--- config.mk ---
export PLATFORM = sky130hd
export DESIGN_NAME = trs_io_port_bridge_flat
export DESIGN_NICKNAME = d
export VERILOG_FILES = /design/src/rtl/trs_io_port_bridge_if.sv /design/src/rtl/trs_io_port_bridge.sv /design/src/flat_wrapper.sv
export SDC_FILE = /design/constraint.sdc
export NUM_CORES = 1
export LEC_CHECK = 0
export ABC_AREA = 1
export BUFFER_PORTS_ARGS = -buffer_cell sky130_fd_sc_hd__buf_2
export CAP_MARGIN = 20
export CORE_MARGIN = 8
export CORE_UTILIZATION = 54
export DETAILED_ROUTE_END_ITERATION = 8
export GPL_TIMING_DRIVEN = 0
export PLACE_DENSITY = 0.72
export SLEW_MARGIN = 25
export SYNTH_ARGS = -nofsm -noshare
export SYNTH_HDL_FRONTEND = slang
export SYNTH_SLANG_ARGS = --single-unit
--- constraint.sdc ---
create_clock -name clk -period 3.4 [get_ports clk]
set_input_delay 0.34 -clock clk [delete_from_list [all_inputs] [get_ports clk]]
set_output_delay 0.34 -clock clk [all_outputs]
set_load 0.1 [all_outputs]
--- src/rtl/trs_io_port_bridge_if.sv ---
// Signal bundle between the TRS-80 I/O-port bridge and its surroundings:
// Z80 bus tap, window programming, ESP handshake and posted-write FIFO drain.
interface trs_io_port_bridge_if #(
    parameter int WIN_W   = 2,
    parameter int FIFO_AW = 3
);
    logic             io_start;
    logic             io_active;
    logic             io_is_in;
    logic [7:0]       io_addr;
    logic [7:0]       io_wdata;
    logic             cfg_we;
    logic [WIN_W-1:0] cfg_idx;
    logic [7:0]       cfg_base;
    logic [7:0]       cfg_mask;
    logic [1:0]       cfg_mode;
    logic             cfg_clr_to;
    logic             esp_done;
    logic             fifo_rd;
    logic [15:0]      fifo_dout;
    logic             fifo_empty;
    logic [FIFO_AW:0] fifo_count;
    logic             ext_io_sel;
    logic             wait_n_out;
    logic             esp_req;
    logic [WIN_W-1:0] esp_win;
    logic             esp_dir_in;
    logic             timeout_flag;

    modport slave (
        input  io_start, io_active, io_is_in, io_addr, io_wdata,
        input  cfg_we, cfg_idx, cfg_base, cfg_mask, cfg_mode, cfg_clr_to,
        input  esp_done, fifo_rd,
        output fifo_dout, fifo_empty, fifo_count, ext_io_sel, wait_n_out,
        output esp_req, esp_win, esp_dir_in, timeout_flag
    );

    modport master (
        output io_start, io_active, io_is_in, io_addr, io_wdata,
        output cfg_we, cfg_idx, cfg_base, cfg_mask, cfg_mode, cfg_clr_to,
        output esp_done, fifo_rd,
        input  fifo_dout, fifo_empty, fifo_count, ext_io_sel, wait_n_out,
        input  esp_req, esp_win, esp_dir_in, timeout_flag
    );
endinterface

--- src/rtl/trs_io_port_bridge.sv ---
// Z80 I/O-port bridge: matches IN/OUT cycles against programmable windows and
// either stalls the Z80 until the ESP answers or posts OUT data into a FIFO.
module trs_io_port_bridge #(
    parameter int N_WIN      = 4,
    parameter int WIN_W      = 2,
    parameter int FIFO_DEPTH = 8,
    parameter int FIFO_AW    = 3,
    parameter int REQ_CYCLES = 50,
    parameter int TIMEOUT    = 2**20
) (
    input  logic                 clk,
    input  logic                 rst,
    trs_io_port_bridge_if.slave  bus
);
    localparam int TO_W = $clog2(TIMEOUT + 1);
    localparam int RC_W = $clog2(REQ_CYCLES + 1);
    localparam logic [FIFO_AW:0] DEPTH_C = (FIFO_AW+1)'(FIFO_DEPTH);

    typedef enum logic {IDLE, BUSY} state_t;

    state_t           state_q;
    logic [7:0]       base_q [N_WIN];
    logic [7:0]       mask_q [N_WIN];
    logic [1:0]       mode_q [N_WIN];
    logic [15:0]      mem_q  [FIFO_DEPTH];
    logic [FIFO_AW-1:0] wrPtr_q, rdPtr_q;
    logic [FIFO_AW:0] count_q;
    logic [2:0]       doneSync_q;
    logic             wait_q, req_q, dirIn_q, timeout_q;
    logic [WIN_W-1:0] win_q;
    logic [RC_W-1:0]  reqCnt_q;
    logic [TO_W-1:0]  waitCnt_q;

    logic             anyHit;
    logic [WIN_W-1:0] hitIdx;
    logic [1:0]       hitMode;
    logic             popEn, pushEn, startBlock, accept, ignoreIn, doneEdge, fifoFull;

    always_ff @(posedge clk or posedge rst) begin
        if (rst) begin
            for (int i = 0; i < N_WIN; i++) begin
                base_q[i] <= 8'h00;
                mask_q[i] <= 8'h00;
                mode_q[i] <= 2'b00;
            end
        end else if (bus.cfg_we) begin
            base_q[bus.cfg_idx] <= bus.cfg_base;
            mask_q[bus.cfg_idx] <= bus.cfg_mask;
            mode_q[bus.cfg_idx] <= bus.cfg_mode;
        end
    end

    // Scan from the top so the lowest-numbered matching window is what remains.
    always_comb begin
        anyHit  = 1'b0;
        hitIdx  = '0;
        hitMode = 2'b00;
        for (int i = N_WIN - 1; i >= 0; i--) begin
            if (mode_q[i] != 2'b00 && ((bus.io_addr ^ base_q[i]) & mask_q[i]) == 8'h00) begin
                anyHit  = 1'b1;
                hitIdx  = WIN_W'(i);
                hitMode = mode_q[i];
            end
        end
    end

    assign fifoFull   = (count_q == DEPTH_C);
    assign popEn      = bus.fifo_rd && (count_q != '0);
    assign accept     = (state_q == IDLE) && bus.io_start && anyHit;
    // A pop in the same cycle frees the slot, so a full FIFO can still take the write.
    assign pushEn     = accept && !bus.io_is_in && hitMode[1] && (!fifoFull || popEn);
    assign ignoreIn   = bus.io_is_in && (hitMode == 2'b10);
    assign startBlock = accept && !pushEn && !ignoreIn;
    assign doneEdge   = doneSync_q[1] && !doneSync_q[2];

    always_ff @(posedge clk) begin
        if (pushEn) begin
            mem_q[wrPtr_q] <= {8'(hitIdx), bus.io_wdata};
        end
    end

    always_ff @(posedge clk or posedge rst) begin
        if (rst) begin
            wrPtr_q <= '0;
            rdPtr_q <= '0;
            count_q <= '0;
        end else begin
            if (pushEn) wrPtr_q <= wrPtr_q + 1'b1;
            if (popEn)  rdPtr_q <= rdPtr_q + 1'b1;
            case ({pushEn, popEn})
                2'b10:   count_q <= count_q + 1'b1;
                2'b01:   count_q <= count_q - 1'b1;
                default: count_q <= count_q;
            endcase
        end
    end

    always_ff @(posedge clk or posedge rst) begin
        if (rst) begin
            doneSync_q <= 3'b000;
        end else begin
            doneSync_q <= {doneSync_q[1:0], bus.esp_done};
        end
    end

    // Clearing the timeout flag is placed first so a same-cycle timeout overrides it.
    always_ff @(posedge clk or posedge rst) begin
        if (rst) begin
            state_q   <= IDLE;
            wait_q    <= 1'b0;
            req_q     <= 1'b0;
            win_q     <= '0;
            dirIn_q   <= 1'b0;
            timeout_q <= 1'b0;
            reqCnt_q  <= '0;
            waitCnt_q <= '0;
        end else begin
            if (bus.cfg_clr_to) timeout_q <= 1'b0;
            case (state_q)
                IDLE: begin
                    if (startBlock) begin
                        wait_q    <= 1'b1;
                        req_q     <= 1'b1;
                        win_q     <= hitIdx;
                        dirIn_q   <= bus.io_is_in;
                        reqCnt_q  <= '0;
                        waitCnt_q <= '0;
                        state_q   <= BUSY;
                    end
                end
                BUSY: begin
                    if (doneEdge) begin
                        wait_q  <= 1'b0;
                        req_q   <= 1'b0;
                        state_q <= IDLE;
                    end else if (waitCnt_q == TO_W'(TIMEOUT - 1)) begin
                        wait_q    <= 1'b0;
                        req_q     <= 1'b0;
                        timeout_q <= 1'b1;
                        state_q   <= IDLE;
                    end else begin
                        waitCnt_q <= waitCnt_q + 1'b1;
                        if (req_q) begin
                            if (reqCnt_q == RC_W'(REQ_CYCLES - 1)) req_q <= 1'b0;
                            else reqCnt_q <= reqCnt_q + 1'b1;
                        end
                    end
                end
                default: state_q <= IDLE;
            endcase
        end
    end

    assign bus.fifo_dout    = (count_q == '0) ? 16'h0000 : mem_q[rdPtr_q];
    assign bus.fifo_empty   = (count_q == '0);
    assign bus.fifo_count   = count_q;
    assign bus.ext_io_sel   = bus.io_active && anyHit;
    assign bus.wait_n_out   = wait_q;
    assign bus.esp_req      = req_q;
    assign bus.esp_win      = win_q;
    assign bus.esp_dir_in   = dirIn_q;
    assign bus.timeout_flag = timeout_q;
endmodule

--- src/flat_wrapper.sv ---
// flat-port wrapper written by rule: the top's interface ports become plain ports
module trs_io_port_bridge_flat 
#(
    parameter int N_WIN      = 4,
    parameter int WIN_W      = 2,
    parameter int FIFO_DEPTH = 8,
    parameter int FIFO_AW    = 3,
    parameter int REQ_CYCLES = 50,
    parameter int TIMEOUT    = 2**20
)
  (clk, rst, bus_io_start, bus_io_active, bus_io_is_in, bus_io_addr, bus_io_wdata, bus_cfg_we, bus_cfg_idx, bus_cfg_base, bus_cfg_mask, bus_cfg_mode, bus_cfg_clr_to, bus_esp_done, bus_fifo_rd, bus_fifo_dout, bus_fifo_empty, bus_fifo_count, bus_ext_io_sel, bus_wait_n_out, bus_esp_req, bus_esp_win, bus_esp_dir_in, bus_timeout_flag);
  trs_io_port_bridge_if #(.WIN_W(WIN_W), .FIFO_AW(FIFO_AW)) bus_i ();
  input  logic clk;
  input  logic rst;
  input wire logic [$bits(bus_i.io_start)-1:0] bus_io_start;
  input wire logic [$bits(bus_i.io_active)-1:0] bus_io_active;
  input wire logic [$bits(bus_i.io_is_in)-1:0] bus_io_is_in;
  input wire logic [$bits(bus_i.io_addr)-1:0] bus_io_addr;
  input wire logic [$bits(bus_i.io_wdata)-1:0] bus_io_wdata;
  input wire logic [$bits(bus_i.cfg_we)-1:0] bus_cfg_we;
  input wire logic [$bits(bus_i.cfg_idx)-1:0] bus_cfg_idx;
  input wire logic [$bits(bus_i.cfg_base)-1:0] bus_cfg_base;
  input wire logic [$bits(bus_i.cfg_mask)-1:0] bus_cfg_mask;
  input wire logic [$bits(bus_i.cfg_mode)-1:0] bus_cfg_mode;
  input wire logic [$bits(bus_i.cfg_clr_to)-1:0] bus_cfg_clr_to;
  input wire logic [$bits(bus_i.esp_done)-1:0] bus_esp_done;
  input wire logic [$bits(bus_i.fifo_rd)-1:0] bus_fifo_rd;
  output wire logic [$bits(bus_i.fifo_dout)-1:0] bus_fifo_dout;
  output wire logic [$bits(bus_i.fifo_empty)-1:0] bus_fifo_empty;
  output wire logic [$bits(bus_i.fifo_count)-1:0] bus_fifo_count;
  output wire logic [$bits(bus_i.ext_io_sel)-1:0] bus_ext_io_sel;
  output wire logic [$bits(bus_i.wait_n_out)-1:0] bus_wait_n_out;
  output wire logic [$bits(bus_i.esp_req)-1:0] bus_esp_req;
  output wire logic [$bits(bus_i.esp_win)-1:0] bus_esp_win;
  output wire logic [$bits(bus_i.esp_dir_in)-1:0] bus_esp_dir_in;
  output wire logic [$bits(bus_i.timeout_flag)-1:0] bus_timeout_flag;
  assign bus_i.io_start = bus_io_start;
  assign bus_i.io_active = bus_io_active;
  assign bus_i.io_is_in = bus_io_is_in;
  assign bus_i.io_addr = bus_io_addr;
  assign bus_i.io_wdata = bus_io_wdata;
  assign bus_i.cfg_we = bus_cfg_we;
  assign bus_i.cfg_idx = bus_cfg_idx;
  assign bus_i.cfg_base = bus_cfg_base;
  assign bus_i.cfg_mask = bus_cfg_mask;
  assign bus_i.cfg_mode = bus_cfg_mode;
  assign bus_i.cfg_clr_to = bus_cfg_clr_to;
  assign bus_i.esp_done = bus_esp_done;
  assign bus_i.fifo_rd = bus_fifo_rd;
  assign bus_fifo_dout = bus_i.fifo_dout;
  assign bus_fifo_empty = bus_i.fifo_empty;
  assign bus_fifo_count = bus_i.fifo_count;
  assign bus_ext_io_sel = bus_i.ext_io_sel;
  assign bus_wait_n_out = bus_i.wait_n_out;
  assign bus_esp_req = bus_i.esp_req;
  assign bus_esp_win = bus_i.esp_win;
  assign bus_esp_dir_in = bus_i.esp_dir_in;
  assign bus_timeout_flag = bus_i.timeout_flag;
  trs_io_port_bridge #(.N_WIN(N_WIN), .WIN_W(WIN_W), .FIFO_DEPTH(FIFO_DEPTH), .FIFO_AW(FIFO_AW), .REQ_CYCLES(REQ_CYCLES), .TIMEOUT(TIMEOUT)) u_core (.clk(clk), .rst(rst), .bus(bus_i));
endmodule
# Word level (Yosys, flattened, before mapping)
# Memory sizes are Yosys's and may differ from the RTL's.
# Index checks and enable logic that the tools add are counted.
dict set report totals {
  in_bits 45
  out_inout_bits 28
  register_bits 119
  word_cells 142
  ramBits 80
  n_memories 1
}
# memory words word_bits read_ports rd_clocked_by_memory_dff wr line
set mem_list {}
lappend mem_list {u_core.mem_q 8 10 1 0 1 trs_io_port_bridge.sv:25} ;# logic [15:0] mem_q [FIFO_DEPTH];
dict set report op_classes {
  eq_ne 12
  bitwise_logic 10
  n_lt_le_gt_ge 2
  reduce_logical 37
  n_mux 50
  n_addsub 6
}
# op count
set op_table {}
lappend op_table {{$bwmux W32} 2}
lappend op_table {{$mux W21} 3}
lappend op_table {{$pmux W21 S2} 1}
lappend op_table {{$and A8 B8 Y8} 4}
lappend op_table {{$logic_not A8 Y1} 4}
lappend op_table {{$xor A8 B8 Y8} 4}
lappend op_table {{$mux W6} 5}
lappend op_table {{$add A21 B1 Y21 const B} 1}
lappend op_table {{$eq A21 B20 Y1 const B} 1}
lappend op_table {{$mux W1} 20}
lappend op_table {{$mux W2} 9}
lappend op_table {{$demux W8 S2} 1}
lappend op_table {{$logic_and A1 B1 Y1} 16}
lappend op_table {{$mux W16} 1}
lappend op_table {{$pmux W6 S2} 1}
lappend op_table {{$reduce_bool A2 Y1} 5}
lappend op_table {{$bwmux W8} 1}
lappend op_table {{$mux W8} 1}
lappend op_table {{$ne A2 B2 Y1 const B} 4}
lappend op_table {{$pmux W4 S2} 1}
lappend op_table {{$add A3 B1 Y3 const B} 2}
lappend op_table {{$add A6 B1 Y6 const B} 1}
lappend op_table {{$eq A6 B6 Y1 const B} 1}
lappend op_table {{$pmux W1 S2} 3}
lappend op_table {{other kinds (19)} 25}

# Depth between registers and ports, before layout
# Gate-level depths: netlist (run 1).
dict set report depth {
  word_depth 17
  mapped_depth 24
  mapped_depth_nobuf 24
}

# Worst setup path after synthesis (run 1)
# No wires, ideal clock.
dict set report synth_path {
  kind {register to output}
  start {register u_core.count_q[1], in the netlist u_core.bus.fifo_count[1]}
  end {output bus_fifo_dout[0]}
  arrival_time_ps 3091
  path_slack_ps -31
  path_buffers 1
  stages_incl_launch_ff 6
  cell_sequence {dfrtp_1 > nor3_1 > nand2_1 > clkbuf_1 > o21ai_0 > a31oi_1}
}
dict set report synth_via {
  elab_chain_len 2
}
# element line
set synth_rtl {}
lappend synth_rtl {{from (decl)} trs_io_port_bridge.sv:27} ;# logic [FIFO_AW:0] count_q;
lappend synth_rtl {{from (signal assigned)} trs_io_port_bridge.sv:91} ;# 2'b10: count_q <= count_q + 1'b1;
lappend synth_rtl {{from (signal assigned)} trs_io_port_bridge.sv:92} ;# 2'b01: count_q <= count_q - 1'b1;
lappend synth_rtl {{from (signal assigned)} trs_io_port_bridge.sv:93} ;# default: count_q <= count_q;
lappend synth_rtl {{$logic_not A4 Y1} trs_io_port_bridge.sv:154} ;# assign bus.fifo_dout = (count_q == '0) ? 16'h0000 : mem_q[rdPtr_q];
lappend synth_rtl {{$mux W16} trs_io_port_bridge.sv:154}
lappend synth_rtl {{to (decl)} flat_wrapper.sv:28} ;# output wire logic [$bits(bus_i.fifo_dout)-1:0] bus_fifo_dout;
# Every way passes these cells.

# Final worst setup path (run 1)
dict set report layout_path {
  start {register u_core.rdPtr_q[0]}
  end {output bus_fifo_dout[8]}
}
dict set report layout_via {
  elab_chain_len 2
}
# element line
set layout_rtl {}
lappend layout_rtl {{from (decl)} trs_io_port_bridge.sv:26} ;# logic [FIFO_AW-1:0] wrPtr_q, rdPtr_q;
lappend layout_rtl {{from (signal assigned)} trs_io_port_bridge.sv:89} ;# if (popEn) rdPtr_q <= rdPtr_q + 1'b1;
lappend layout_rtl {{$mem_v2 Z8 W10} --}
lappend layout_rtl {{$mux W16} trs_io_port_bridge.sv:154}
# Every way passes these cells.

==> results.md, run 1 <==
STA:
- Setup repair after global routing left no endpoint under its margin.
- The final-report max-slew violation count is 0.
- Setup violations remaining at the end of the flow were counted as 0.
- The post-route fraction of the period consumed by the critical path is 89.58%.
- The max-slew headroom at the worst pin is 32.65%.
- The final setup TNS is 0 ns.
- The count of endpoints failing hold in the final timing report is 0.
- The slew at the pin closest to its max-slew limit is 1.007 ns.
- For this run, the top clock speed supported by timing is between 0.3 and 0.4 GHz.
- The final critical delay including setup and external delays is approximately 3.0 ns.
- Across the routed clock network, the largest skew measured is 0.01078 ns.

Worst setup path:
- STA puts the critical path data arrival time at 2.71 ns.
- The critical path goes through clkbuf_1 > inv_1 > clkbuf_1 > o21ai_0 > o22ai_1 > o21ai_0 > a31oi_2 > buf_2.
- Of all nets on the critical path, the largest fanout is 10.
- The largest incremental delay on the critical path is 0.46 ns.
- Among all stages on the critical path, the largest delay is contributed by sky130_fd_sc_hd__buf_2.
- The critical path is of the flop to output pin type.
- The worst setup path is launched from a flop.
- The nature of the critical path endpoint is an output pin.
- Data on the critical path is required at its endpoint by around 3.1 ns.

Detailed routing:
- The number of remaining DRC errors is 0.
- Dividing the detail-routed via count by the number of cells gives between 5 and 6.
- The number of iterations in the first detailed-routing pass is 5.
- The number of nets with antenna violations after routing is 0.
- The violation count after the first detailed-route iteration is between 500 and 600.
- The detailed router placed about 7300 vias in this run.
- The routed design has 22540 um of wire.
- The detail-routed net length per standard cell is 16.52 um.

Floorplanning:
- In this run the count of I/O pins placed on the die edge is 73.
- The initial utilization of the core area, before any placement, comes to 54.85%.
- The number of placement rows is 48.
- The total area inside the core boundary comes to approximately 17000 um2.
- The die width is between 100 and 150 um.
- The vertical die dimension is 148.1 um.
- The total die area is approximately 22000 um2.

Logic synthesis:
- In this run the mean area of a mapped cell was 9.147 um2.
- During synthesis, Yosys emitted a total of 0 warnings.
- The commonest cells after synthesis are sky130_fd_sc_hd__nand2_1 (239), sky130_fd_sc_hd__nor2_1 (136), sky130_fd_sc_hd__o21ai_0 (126).
- After synthesis, flip-flops and latches occupy 57.10% of the total area.
- After synthesis the cells add up to between 9000 and 10000 um2.
- The synthesized flop and latch total is 199.
- The async set or reset register ratio after synthesis is roughly three fifths.
- Sorting the synthesized cells by area gives the leading types as sky130_fd_sc_hd__dfrtp_1 (32%), sky130_fd_sc_hd__edfxtp_1 (25%), sky130_fd_sc_hd__nand2_1 (9.5%).
- The number of distinct library cell variants in the gate-level netlist after synthesis is 44.
- The library cell occupying the most area in the post-synthesis netlist is sky130_fd_sc_hd__dfrtp_1.
- The count of flip-flops with a built-in enable after synthesis is 80.
- The share of the synthesized area in the top cell type is 31.61%.
- For this run, the leading register cell type out of synthesis is sky130_fd_sc_hd__dfrtp_1.
- The library cell with the highest instance count after synthesis is sky130_fd_sc_hd__nand2_1.
- Synthesis handed over a netlist of 1030 instances.

Clock tree:
- After clock tree synthesis, the clock-pin slew on the worst setup and hold paths is ~0.070 ns.
- The buffer depth of the longest clock path is 2.
- The tree is rooted in a sky130_fd_sc_hd__clkbuf_16.
- The number of hold buffers added after CTS is 2.
- The clock reaches the later pin of the worst-skew pair after between 0.4 and 0.5 ns.
- CTS saw around 200 sinks.
- TritonCTS built the clock tree.
- The H-tree was split into 4 levels.
- The number of gates resized after CTS was 0.
- In this run, CTS created clock tree buffers numbering 17.
- The number of setup buffers added after CTS is 0.

Min path:
- The path class of the tightest hold or removal check is input pin to flop.

GRT:
- The first global-routing pass estimated 36030 um of wire.
- The number of global-route vias before repair is about 7200.
- The initial antenna violation count was 0.
- The total track usage is 20.95%.
- The overall overflow remaining after global route is 0.
- Entering global routing, the biggest net connects 28 pins.

Cells and area:
- The diode insertion count for antenna repair is 0.
- The final net count is 1179.
- The combined area of the multi-input logic cells is 3516 um2.
- Of the cells placed in the final design, the portion with a size suffix greater than 1 is 15.01%.
- Fill cells in the final layout number 1473.
- The area growth from synthesis to layout is 15.07%.
- Across the whole layout, storage elements account for approximately 5400 um2.
- For this run, the share of the core covered by cells in the final layout is 63.12%.

Run status:
- The flow ran to the end, and the final reports show no timing, DRC or antenna violations.

Run:
- The tool flagged a number of max-cap violations equal to 0.

Placed design:
- The number of I/O port buffers is 66.
- The final RePlAce weighted congestion is 0.8370.
- The wire-length estimate of the detail-placed layout is 15730 um.

Power and ir drop:
- The static leakage is 0.004817 uW.
- The worst-case vdd ir drop is 0.9580 mV.
- The ratio of total power to cell area is approximately 800 nW/um2.
-- sequential cells by signal (all words and copies together) (netlist names) --
register,flops
u_core.doneSync_q,3
u_core.rdPtr_q,3
u_core.mask_q,32
u_core.bus.fifo_count,4
u_core.waitCnt_q,21
u_core.bus.timeout_flag,1
u_core.bus.esp_dir_in,1
u_core.mem_q,80
u_core.base_q,32
u_core.state_q,1
u_core.reqCnt_q,6
u_core.bus.esp_req,1
u_core.wrPtr_q,3
u_core.bus.esp_win,2
u_core.bus.wait_n_out,1
u_core.mode_q,8
-- cell type report --
| cell class | count | share of cell area [%] |
|---|---|---|
| plain buffers | 43 | 2.274 |
| multi-input cells | 697 | 32.43 |
| repair buffers | 72 | 4.039 |
| inverters | 96 | 3.358 |
| clock buffers | 21 | 4.351 |
| clock inverters | 11 | 1.327 |
| flip-flops and latches | 199 | 49.63 |
| well taps | 225 | 2.597 |
-- logic make-up after synthesis --
logic type,after synthesis,share of synthesized area [%]
AND/OR/NAND/NOR,482,22.82
adder cells (fa/ha/maj),8,1.142
XOR/XNOR,23,2.138
buffers and inverters,139,6.441
flip-flops,199,57.10
AO/OA/AOI/OAI,178,10.32
other,1,0.03980
-- stage by stage --
| stage | area (um2) | cells | total power (uW) | hold WS (ns) | setup slack, ns |
|---|---|---|---|---|---|
| detailed placement | 10210 | 1330 | 6584 | 0.3404 | 0.2700 |
| finish | 10840 | 1364 | 8651 | 0.09441 | 0.3543 |
| global placement | 10120 | 1326 | 6490 | 0.3351 | 0.2780 |
| global route | 10840 | 1364 | 9054 | 0.08260 | 0.2012 |
| floorplan | 9507 | 1035 | 5820 | 0.3312 | 0.08408 |
| CTS | 10840 | 1364 | 8668 | 0.08483 | 0.3666 |
-- worst max-delay path, delay by kind of cell, from the launching register on --
kind / cells / cell delay [ns]
buffers and inverters: 4 / 1.11
DFF: 1 / 0.38
AOI/OAI and AO/OA: 4 / 0.78
-- final timing paths --
| check | depth (start not counted) | end | slack [ns] | from |
|---|---|---|---|---|
| max | 8 | bus_fifo_dout[8] | 0.35 | u_core.rdPtr_q[0] |
| min | 2 | u_core.bus.timeout_flag | 0.09 | bus_cfg_clr_to |
| max reg2reg | 14 | u_core.mem_q[0][5] | 0.40 | u_core.base_q[2] |
| min reg2reg | 0 | u_core.doneSync_q[1] | 0.35 | u_core.doneSync_q[0] |
| max in group asynchronous | 7 | u_core.mode_q[6] | 1.79 | rst |
| min in group asynchronous | 3 | u_core.waitCnt_q[5] | 0.49 | rst |
-- report_power, final --
| part | leakage, uW | internal [uW] | switching, uW | total (uW) |
|---|---|---|---|---|
| clock network | 0.000307 | 1220 | 883 | 2110 |
| logic | 0.00228 | 810 | 2750 | 3560 |
| registers | 0.00223 | 2790 | 203 | 2990 |
-- routing by layer --
metal | up-vias | GRT usage [%] | part of all wire (%)
li1 | 3572 | - | -
met1 | 3460 | 24.95 | 43
met2 | 202 | 37.21 | 51
met3 | 36 | 3.737 | 4.8
met4 | 0 | 7.700 | 2.0
met5 | - | 0 | 0
-- cell usage in the layout, fill, tap and decap left out, types with 3 or more instances in the layout --
cell / count
sky130_fd_sc_hd__a31oi_2: 10
sky130_fd_sc_hd__xor2_1: 20
sky130_fd_sc_hd__buf_4: 7
sky130_fd_sc_hd__clkinv_1: 3
sky130_fd_sc_hd__clkinv_2: 3
sky130_fd_sc_hd__o21ai_1: 6
sky130_fd_sc_hd__nand3_1: 45
sky130_fd_sc_hd__inv_1: 87
sky130_fd_sc_hd__nand3_4: 3
sky130_fd_sc_hd__nand2_1: 239
sky130_fd_sc_hd__nand3_2: 14
sky130_fd_sc_hd__edfxtp_1: 80
sky130_fd_sc_hd__xnor2_1: 3
sky130_fd_sc_hd__inv_2: 5
sky130_fd_sc_hd__nand2_2: 4
sky130_fd_sc_hd__clkbuf_1: 30
sky130_fd_sc_hd__o21ai_2: 7
sky130_fd_sc_hd__nor2_2: 4
sky130_fd_sc_hd__o22ai_1: 10
sky130_fd_sc_hd__nor3_1: 7
sky130_fd_sc_hd__o211ai_1: 7
sky130_fd_sc_hd__conb_1: 6
sky130_fd_sc_hd__nor2_1: 136
sky130_fd_sc_hd__ha_1: 7
sky130_fd_sc_hd__dfrtp_1: 119
sky130_fd_sc_hd__bufinv_16: 3
sky130_fd_sc_hd__o21ai_0: 126
sky130_fd_sc_hd__clkbuf_16: 18
sky130_fd_sc_hd__a21oi_1: 8
sky130_fd_sc_hd__or2_1: 7
sky130_fd_sc_hd__buf_12: 6
sky130_fd_sc_hd__nand4_1: 10
sky130_fd_sc_hd__or2_2: 3
sky130_fd_sc_hd__buf_2: 68
No activity file was read; power rests on OpenSTA's default activity.
==> run 2: changes to the inputs <==
--- a/config.mk
+++ b/config.mk
@@ -11,7 +11,7 @@
 export CORE_MARGIN = 8
 export CORE_UTILIZATION = 54
 export DETAILED_ROUTE_END_ITERATION = 8
-export GPL_TIMING_DRIVEN = 0
+export GPL_TIMING_DRIVEN = 1
 export PLACE_DENSITY = 0.72
 export SLEW_MARGIN = 25
 export SYNTH_ARGS = -nofsm -noshare
==> constraint.sdc (replaced) <==
create_clock -name clk -period 3.4 [get_ports clk]
set_input_delay 0.34 -clock clk [delete_from_list [all_inputs] [get_ports clk]]
set_output_delay 0.34 -clock clk [all_outputs]
set_load 0.005 [all_outputs]
==> results.md, run 2 (same netlist as run 1, synthesis figures left out) <==
Worst setup path:
- The total buffers and inverters traversed by the critical path is 4 (unchanged).
- The worst path arrival time is 3.10 ns (was 2.71 ns).
- The start of the worst register-to-register path is u_core.bus.fifo_count[0] (was u_core.base_q[2]).
- The nature of the critical path startpoint was a flop (unchanged).
- Among the stages of the critical path, the cell type that occurs most often is sky130_fd_sc_hd__nand2_1.
- The nature of the critical path endpoint is a flop (was output pin).
- Critical path cell sequence: nor3_1 > nand2_1 > inv_1 > nor2_1 > nand2_1 > inv_1 > ha_1 > nand2_1 > nand2_1 > a31oi_1 > inv_1 > nand2_1 > nand3_1 > nand2_1 > inv_1 (was clkbuf_1 > inv_1 > clkbuf_1 > o21ai_0 > o22ai_1 > o21ai_0 > a31oi_2 > buf_2).
- The largest delay contributor family on the critical path is simple AND/OR/NAND/NOR gates (was buffers and inverters).
- The largest incremental delay on the critical path is 0.45 ns (was 0.46 ns).
- The kind of critical path is flop to flop (was flop to output pin).
- The maximum fanout along the worst path is 11 (was 10).
- The critical path launch point is u_core.bus.fifo_count[0] (was u_core.rdPtr_q[0]).
- The worst-path cell with the longest stage delay is sky130_fd_sc_hd__dfrtp_1 (was sky130_fd_sc_hd__buf_2).
- The required time at the endpoint of the critical path came to 3.73 ns (was 3.06 ns).

Cells and area:
- The area growth from synthesis to layout is 12.34% (was 15.07%).
- Largest registers ranked by flip-flop count: u_core.mem_q: 80 flops, u_core.base_q: 32 flops, u_core.mask_q: 32 flops (unchanged).
- The cell area after layout came to 10580 um2 (was 10840 um2).
- The final net count is 1153 (was 1179).
- The proportion of layout cells with a drive suffix above 1 came to 15.00% (was 15.01%).
- The most flop-heavy register is u_core.mem_q (unchanged).
- The flip-flop count of the largest register, all copies and words added was 80 (unchanged).
- The diode insertion count for antenna repair came to 0 (unchanged).
- The final core utilization is 61.62% (was 63.12%).
- The most common cell after layout, fill and taps aside is sky130_fd_sc_hd__nand2_1 (unchanged).
- Commonest non-fill, non-tap cells in the layout: sky130_fd_sc_hd__nand2_1 (239), sky130_fd_sc_hd__nor2_1 (136), sky130_fd_sc_hd__o21ai_0 (126), sky130_fd_sc_hd__dfrtp_1 (119), sky130_fd_sc_hd__inv_1 (87) (unchanged).

Floorplanning:
- The area inside the core boundary is 17180 um2 (unchanged).
- The starting density of the core is 54.85% (unchanged).
- The top-level port count is 73 (unchanged).
- The total die area was 21930 um2 (unchanged).
- The number of placement rows is 48 (unchanged).
- The vertical die dimension is 148.1 um (unchanged).
- The die width is 148.1 um (unchanged).

Clock tree:
- The number of clock buffers inserted by TritonCTS is 17 (unchanged).
- The TritonCTS sink count was 199 (unchanged).
- The buffer depth of the longest clock path is 2 (unchanged).
- The post-cts gate resize count is 0 (unchanged).
- The clock tree from TritonCTS is yes (unchanged).
- The clock-pin slew reported for the worst setup and hold paths after clock tree synthesis is 0.07 ns (about the same).
- The insertion delay to the later sink of the worst-skew pair is 0.43 ns (was 0.44 ns).
- The master cell of the clock root buffer was sky130_fd_sc_hd__clkbuf_16 (unchanged).
- The number of H-tree branching levels came to 4 (unchanged).

Min path:
- The path category of the worst min-delay check is input pin to flop (unchanged).
- The startpoint of the lowest-slack hold path is bus_esp_done (was bus_cfg_clr_to).

STA:
- The final setup TNS is 0 ns (unchanged).
- The final-report max-slew violation count came to 0 (unchanged).
- The max-slew headroom at the worst pin is 53.50% (was 32.65%).
- The count of endpoints failing hold in the final timing report was 0 (unchanged).
- The worst clock skew was 0.008109 ns (was 0.01078 ns).
- Unrepaired setup endpoints after global routing: no (unchanged).
- The post-route fraction of the period consumed by the critical path came to 81.42% (was 89.58%).
- The slew at the pin closest to its max-slew limit is 0.6967 ns (was 1.007 ns).
- The final critical delay including setup and external delays is 2.768 ns (was 3.046 ns).
- The final setup violation count is 0 (unchanged).
- The top achievable clock speed was 0.3613 GHz (was 0.3283 GHz).

Detailed routing:
- The detail-routed net length per standard cell is 15.14 um (was 16.52 um).
- The number of nets with antenna violations after routing is 0 (unchanged).
- The violation count after the first detailed-route iteration is 485 (was 558).
- The final wirelength was 20260 um (was 22540 um).
- The number of vias after detailed routing was 7008 (was 7270).
- The number of iterations in the first detailed-routing pass is 5 (unchanged).
- The vias per cell is 5.238 (was 5.330).
- The number of remaining DRC errors came to 0 (unchanged).

Power and ir drop:
- The part of the total power dissipated in the clock network is 28.5% (was 24.3%).
- The worst-case vdd ir drop came to 0.4107 mV (was 0.9580 mV).
- The switching share of power is 35.44% (was 44.29%).
- The overall power consumption is 7018 uW (was 8651 uW).
- The static leakage is 0.004734 uW (was 0.004817 uW).
- The fraction of power consumed by sequential logic is 42.7% (was 34.5%).
- The total net switching power came to 2487 uW (was 3832 uW).
- The relative contribution of combinational cells to total power is 28.8% (was 41.1%).
- The internal power component is 4531 uW (was 4819 uW).
- The ratio of total power to cell area is 663.1 nW/um2 (was 797.9 nW/um2).

GRT:
- The overall overflow remaining after global route is 0 (unchanged).
- The number of global-route vias before repair came to 6834 (was 7151).
- The initial antenna violation count is 0 (unchanged).
- The total track usage is 19.16% (was 20.95%).
- The largest net degree at the start of global routing is 49 (was 28).
- The wire length of the first global-routing pass is 33910 um (was 36030 um).

Placed design:
- The number of I/O port buffers is 66 (unchanged).
- The area of placed instances is 9987 um2 (was 10210 um2).
- The detailed-placement wirelength estimate is 13680 um (was 15730 um).
- The final RePlAce weighted congestion is 0.8563 (was 0.8370).

Run status:
- Outcome: complete, no violations (unchanged).

Run:
- The number of maximum-capacitance constraint violations is 0 (unchanged).
[run 2: changes by cell type in the layout (fill, tap and decap cells not counted), moves of 4 or more]
cell,before,now
sky130_fd_sc_hd__buf_12,6,1
sky130_fd_sc_hd__buf_4,7,21
sky130_fd_sc_hd__a31oi_2,10,0
sky130_fd_sc_hd__inv_8,0,4
sky130_fd_sc_hd__clkbuf_1,30,1
sky130_fd_sc_hd__a31oi_1,1,11
[run 2: power groups by stage]
stage | registers [uW] | logic, uW | clock network (uW)
6_report | 3000 | 2020 | 2000
5_1_grt | 3030 | 2300 | 2120
4_1_cts | 2990 | 2040 | 2040
3_5_place_dp | 3040 | 2030 | 0
3_3_place_gp | 3030 | 1980 | 0
2_1_floorplan | 2990 | 1470 | 0
[run 2: layer usage]
metal | share of wire [%] | track usage [%] | routed length [um]
met1 | 44 | 24.13 | 8891
met5 | 0 | 0 | 0
met2 | 50 | 33.20 | 10190
met3 | 4.9 | 3.008 | 989
met4 | 0.90 | 6.170 | 182
[run 2: layout make-up]
| type | instances | area [um2] |
|---|---|---|
| clock buffer | 18 | 429.2 |
| clock inverter | 14 | 157.7 |
| fill | 1491 | 6593 |
| inverter | 96 | 364.1 |
| multi-input combinational | 697 | 3453 |
| sequential | 199 | 5380 |
| tap | 225 | 281.5 |
| timing repair buffer | 89 | 518.0 |
[run 2: final timing paths]
check | to | slack (ns) | depth (start not counted)
min in group asynchronous | u_core.base_q[23] | 0.49 | 3
min | u_core.doneSync_q[0] | 0.02 | 1
max | u_core.bus.fifo_count[3] | 0.63 | 15
max in group asynchronous | u_core.reqCnt_q[2] | 2.17 | 4
max reg2reg | u_core.bus.fifo_count[3] | 0.63 | 15
min reg2reg | u_core.doneSync_q[1] | 0.36 | 0
[run 2: metrics by stage]
stage / worst slack (ns) / hold WS [ns] / instances
floorplan: 1.005 / 0.3312 / 1035
global placement: 0.7468 / 0.3367 / 1305
detailed placement: 0.6608 / 0.3402 / 1305
CTS: 0.6801 / 0.003461 / 1338
global route: 0.4267 / 0.01807 / 1338
finish: 0.6318 / 0.02128 / 1338
[run 2: what timing repair did]
| action | CTS | global route |
|---|---|---|
| hold endpoints to repair | 20 | 0 |
| setup buffers | 0 | 0 |
| hold buffers | 1 | 0 |
